===== src/rtl/serial_sub4.sv =====
// Bit-serial subtractor: computes a - b - bin LSB-first through one full-subtractor
// cell, one bit per clock, with a start/done handshake and a registered result.
module serial_sub4 #(
    parameter int WIDTH = 4
) (
    input  logic             clk,
    input  logic             rst_n,
    input  logic             start,
    input  logic [WIDTH-1:0] a,
    input  logic [WIDTH-1:0] b,
    input  logic             bin,
    output logic [WIDTH-1:0] d,
    output logic             bout,
    output logic             busy,
    output logic             done,
    output logic [1:0]       dbg_state
);

    localparam int CW = (WIDTH > 2) ? $clog2(WIDTH) : 1;
    localparam logic [CW-1:0] LAST_CNT = CW'(WIDTH - 1);

    typedef enum logic [1:0] {
        IDLE = 2'd0,
        RUN  = 2'd1,
        DONE = 2'd2
    } state_t;

    state_t           state_q, state_d;
    logic [WIDTH-1:0] a_q, a_d;
    logic [WIDTH-1:0] b_q, b_d;
    logic [WIDTH-1:0] r_q, r_d;
    logic [WIDTH-1:0] d_q, d_d;
    logic [CW-1:0]    cnt_q, cnt_d;
    logic             brw_q, brw_d;
    logic             bout_q, bout_d;

    logic             diff_bit;
    logic             brw_next;
    logic [WIDTH-1:0] r_shifted;

    // Full-subtractor cell on the current LSBs.
    assign diff_bit  = a_q[0] ^ b_q[0] ^ brw_q;
    assign brw_next  = (~a_q[0] & b_q[0]) | (~(a_q[0] ^ b_q[0]) & brw_q);
    assign r_shifted = {diff_bit, r_q[WIDTH-1:1]};

    always_comb begin
        state_d = state_q;
        a_d     = a_q;
        b_d     = b_q;
        r_d     = r_q;
        d_d     = d_q;
        cnt_d   = cnt_q;
        brw_d   = brw_q;
        bout_d  = bout_q;
        case (state_q)
            IDLE: begin
                if (start) begin
                    a_d     = a;
                    b_d     = b;
                    brw_d   = bin;
                    r_d     = '0;
                    cnt_d   = '0;
                    state_d = RUN;
                end
            end
            RUN: begin
                r_d   = r_shifted;
                a_d   = a_q >> 1;
                b_d   = b_q >> 1;
                brw_d = brw_next;
                cnt_d = cnt_q + CW'(1);
                // Result becomes visible only once all bits are in.
                if (cnt_q == LAST_CNT) begin
                    d_d     = r_shifted;
                    bout_d  = brw_next;
                    state_d = DONE;
                end
            end
            DONE: begin
                state_d = IDLE;
            end
            default: begin
                state_d = IDLE;
            end
        endcase
    end

    always_ff @(posedge clk or negedge rst_n) begin
        if (!rst_n) begin
            state_q <= IDLE;
            a_q     <= '0;
            b_q     <= '0;
            r_q     <= '0;
            d_q     <= '0;
            cnt_q   <= '0;
            brw_q   <= 1'b0;
            bout_q  <= 1'b0;
        end else begin
            state_q <= state_d;
            a_q     <= a_d;
            b_q     <= b_d;
            r_q     <= r_d;
            d_q     <= d_d;
            cnt_q   <= cnt_d;
            brw_q   <= brw_d;
            bout_q  <= bout_d;
        end
    end

    assign d         = d_q;
    assign bout      = bout_q;
    assign busy      = (state_q != IDLE);
    assign done      = (state_q == DONE);
    assign dbg_state = state_q;

endmodule


===== config.mk =====
export PLATFORM = sky130hd
export DESIGN_NAME = serial_sub4
export DESIGN_NICKNAME = d
export VERILOG_FILES = /design/src/rtl/serial_sub4.sv
export SDC_FILE = /design/constraint.sdc
export NUM_CORES = 1
export LEC_CHECK = 0
export CAP_MARGIN = 5
export CORE_UTILIZATION = 30
export CTS_CLUSTER_SIZE = 8
export DETAILED_ROUTE_END_ITERATION = 8
export SKIP_CTS_REPAIR_TIMING = 1
export SYNTH_ARGS = -nofsm -noshare
export SYNTH_HDL_FRONTEND = slang
export SYNTH_SLANG_ARGS = --single-unit

===== constraint.sdc =====
create_clock -name clk -period 1.45 [get_ports clk]
set_input_delay 0.435 -clock clk [delete_from_list [all_inputs] [get_ports clk]]
set_output_delay 0.435 -clock clk [all_outputs]
set_load 0.01 [all_outputs]

==> Yosys cells after proc, flatten, opt, wreduce, memory -nomap -nowiden <==
Index checks and enable logic that the tools add are counted.
{ "op_classes": {"n_shift": 0, "muxes": 13, "n_reduce_logical": 6, "div": 0, "multipliers": 0, "bitwise": 7, "n_eq_ne": 5, "magnitude_cmp": 0, "add_sub_neg": 1} }
{ "ops": {"columns": ["operator", "n"], "rows": [
  ["one-hot mux 4 bit (2 select lines)", 3],
  ["2-to-1 mux 4 bit", 3],
  ["one-hot mux 2 bit (2 select lines)", 2],
  ["2-to-1 mux 2 bit", 3],
  ["AND reduction 2 bit", 3],
  ["== test 2 bit, second input constant", 2],
  ["inequality test 2 bit, second input constant", 2],
  ["nonzero test 2 bit", 2],
  ["adder 2 x 1 -> 2 bit, second input constant", 1],
  ["AND 1 bit", 2],
  ["== test 2 x 1 -> 1 bit, second input constant", 1],
  ["logical NOT 2 bit", 1],
  ["inverter 1 bit", 2],
  ["one-hot mux 1 bit (2 select lines)", 1],
  ["XOR 1 bit", 2],
  ["2-to-1 mux 1 bit", 1],
  ["OR 1 bit", 1]
]} }
{ "totals": {"memories": 0, "elab_cells": 40, "mem_bits_ro": 0, "in_bits": 12, "ff_bits": 22, "output_inout_bits": 9, "latchBits": 0, "mem_bits_rw": 0} }

==> Depth between registers and ports, before layout <==
{ "logic_depth": {"word_depth": 5, "depth_mapped": 5, "ltp_nobuf": 4} }

==> Worst setup path after synthesis <==
Ideal clock, no wire load.
{ "synth_path": {"path_type": "reg-to-output", "start": "reg state_q[0], in the netlist dbg_state[0]", "end": "out busy", "t_required_ns": 1.015, "path_buffers": 1, "t_arrival_ns": 0.819, "path_slack_ns": 0.196, "stages_incl_launch_ff": 3, "cell_sequence": "dfrtp_1 > buf_6 > or2_4"} }
{ "synth_between": {"elab_chain_len": 1} }
{ "synth_lines": {"columns": ["item", "line", "rtl"], "rows": [
  ["from (decl)", "28", "state_t state_q, state_d;"],
  ["from (signal assigned)", "99", "state_q <= state_d;"],
  ["nonzero test 2 bit", "112", "assign busy = (state_q != IDLE);"],
  ["to (decl)", "14", "output logic busy,"]
]} }
No other way between the ends.

==> Worst setup path after layout <==
{ "layout_path": {"start": "reg state_q[1], in the netlist dbg_state[1]", "end": "out busy"} }
Same word-level chain as after synthesis.

==> results.md <==
* Status: finished, violations left
* Skew final at 7.12 ps
* Critical path buffers and inverters at 2
* Asr flop ratio synth at 100%
* Crit-path slowest cell: dfrtp_1
* WL final at 1930 um
* Vias per cell at 4.73
* CTS Sinks at 21
* Fraction of layout cells with a size suffix above 1 at 24.6%
* Max Cap Violations at 0
* Fmax at 614 MHz
* Fillers at 320
* CTS tree: done
* CP Class: flip-flop to primary output
* CTS H-tree depth at 1
* Largest net degree at the start of global routing at 22
* Post-layout net count at 129
* Sw power at 0.946 mW
* Synth top area share at 54.1%
* Gr usage total at 14.0%
* P&R area growth vs syn at 34.1%
* Via count at 748
* Crit path time final at 1630 ps
* Post-synth EDFFs at 0
* Worst path max stage delay at 420 ps
* Critical Path, Cell by Cell: buf_6 -> or2_4 -> clkbuf_2
* Site Rows at 20
* Via count of the first global-routing pass at 763
* Slew at the pin closest to its max-slew limit at 325 ps
* Startpoint types: flip-flop
* Num CTS Buffers at 3
* Antenna Diode Count at 0
* CP Max Fanout at 2
* Logic pwr share at 49.3%
* Synth top cells by count: dfrtp_1 (21), o22ai_1 (10), a21oi_1 (7)
* Clock latency on the worst-skew pair at 310 ps
* Initial drt markers at 16
* Final-report hold violation count at 0
* Synth area leaders: dfrtp_1 (54%), o22ai_1 (6.4%), mux2_2 (5.8%)
* Root buffer cell: clkbuf_4
* Yosys cell types at 23
* Max Slew Vio Count at 0
* Worst reg2reg setup slack at 120 ps
* Syn_nets at 98
* Lkg Pwr at 0.648 nW
* Global route total overflow at 0
* Hold Slack at 455 ps
* R2R cell count at 5
* Dpl hpwl at 1480 um
* VDD IR max at 0.000725 V
* Top-count cell post-synth: dfrtp_1
* Flop pwr share at 39.8%
* Arr. time, crit path at 1190 ps
* Max_slew headroom at 78.3%
* Starting Density at 31.8%
* Failing checks: negative setup slack
* Die height at 58.9 um
* Cell Pwr Density at 2000 nW/um2
* Cell depth of the worst setup path at 3
* Period utilisation layout at 112%
* DR DRC count at 0
* Num ports at 21
* CORE AREA at 3050 um2
* CP top delay family: flip-flops
* Final RePlAce weighted congestion at 0.834
* Synth area leader: dfrtp_1
* CP Capture Type: primary output
* Clock Power Share at 10.9%
* RSZ-0062 raised after global routing: true
* Reg-to-Reg Start: dbg_state[1]
* # setup viols final at 2
* Worst-path clk slew at 120 ps
* Post-synthesis sequential area ratio at 54.1%
* DIE WIDTH at 58.9 um
* Final ANT Viol Nets at 0
* Switching Share at 36.3%
* Worst min path class: input port to async pin
* Initial antenna violation count at 0
* Worst path required time at 1020 ps
* CTS Buffer Depth at 2
* First-pass iteration count of the detailed router at 4
* Synthesized area at 972 um2
* Reg-to-reg critical path endpoint: a_q[0]
* Synth Area per Inst at 11.6 um2
* Drt wl/cell at 12.2 um
* Yosys warns at 0
* Ys flop type: dfrtp_1
* First-pass GRT wire length at 3620 um
* Synth Instances at 84
* Pint at 1.66 mW
* Post-route setup slack at -179 ps
* Port Buf Inserts at 20
* #FFs+latches synth at 21
* Setup tns final at -225 ps
* Die area at 3470 um2
## registers in the layout, summed over array words and instances, names as in the netlist
register and count:
dbg_state 2, r_q 3, d 4, bout 1
b_q 4, cnt_q 2, brw_q 1, a_q 4
## cell families after synthesis
family | share of synthesized area [%]
compound gates | 21.1
flops | 54.1
simple gates | 9.40
buf+inv | 6.31
mux | 5.79
fa+ha+maj | 3.35
## power by group through the flow
| stage | sequential, mW | clock, mW | combinational (mW) |
|---|---|---|---|
| 2_1_floorplan | 1.05 | 0 | 0.826 |
| 5_1_grt | 1.08 | 0.333 | 1.46 |
| 4_1_cts | 1.04 | 0.298 | 1.30 |
| 3_3_place_gp | 1.04 | 0 | 1.29 |
| 3_5_place_dp | 1.06 | 0 | 1.30 |
| 6_report | 1.04 | 0.284 | 1.28 |
## worst max path at each step
stage | startpoint | to | slack (ps)
5_1_grt | dbg_state[1] | busy | -250
3_3_place_gp | start | brw_q | -110
2_1_floorplan | dbg_state[0] | busy | 200
3_5_place_dp | start | b_q[1] | -120
6_report | dbg_state[1] | busy | -180
4_1_cts | dbg_state[0] | busy | -470
## layer usage
metal | global-route usage, % | share of wire, % | vias to the layer above
met3 | 2.64 | 3.4 | 5
met4 | 8.16 | 2.7 | 0
met1 | 18.7 | 46 | 366
met5 | 0 | 0 | -
li1 | - | - | 362
met2 | 21.3 | 47 | 15
## cell usage in the layout (no fill, tap or decap), types with 2 or more instances in the layout
master,n
a21oi_1,7
a22o_1,4
buf_4,7
buf_6,4
clkbuf_2,2
clkbuf_4,3
clkdlybuf4s50_1,11
dfrtp_1,21
dlymetal6s2s_1,5
inv_1,5
inv_2,2
mux2_2,5
nand2_1,5
nand2b_1,2
nor2_1,4
o21ai_0,6
o22ai_1,10
## layout make-up
class	instances	area (um2)	share of cell area (%)
repair buffers	30	285	21.9
clock buffers	4	26.3	2.02
multi-input cells	52	385	29.6
flip-flops and latches	21	526	40.3
well taps	44	55.1	4.22
inverters	7	26.3	2.02
## metrics by stage
stage / power [mW] / area [um2] / std cells / util [%] / worst slack, ps
4_1_cts: 2.65 / 1280 / 156 / 41.9 / -468
2_1_floorplan: 1.88 / 972 / 84 / - / 196
5_1_grt: 2.87 / 1300 / 158 / 42.7 / -248
3_5_place_dp: 2.36 / 1250 / 152 / 41.0 / -116
6_report: 2.60 / 1300 / 158 / 42.7 / -179
3_3_place_gp: 2.33 / 1250 / 152 / 41.0 / -112
(Power assumes the default switching activity.)
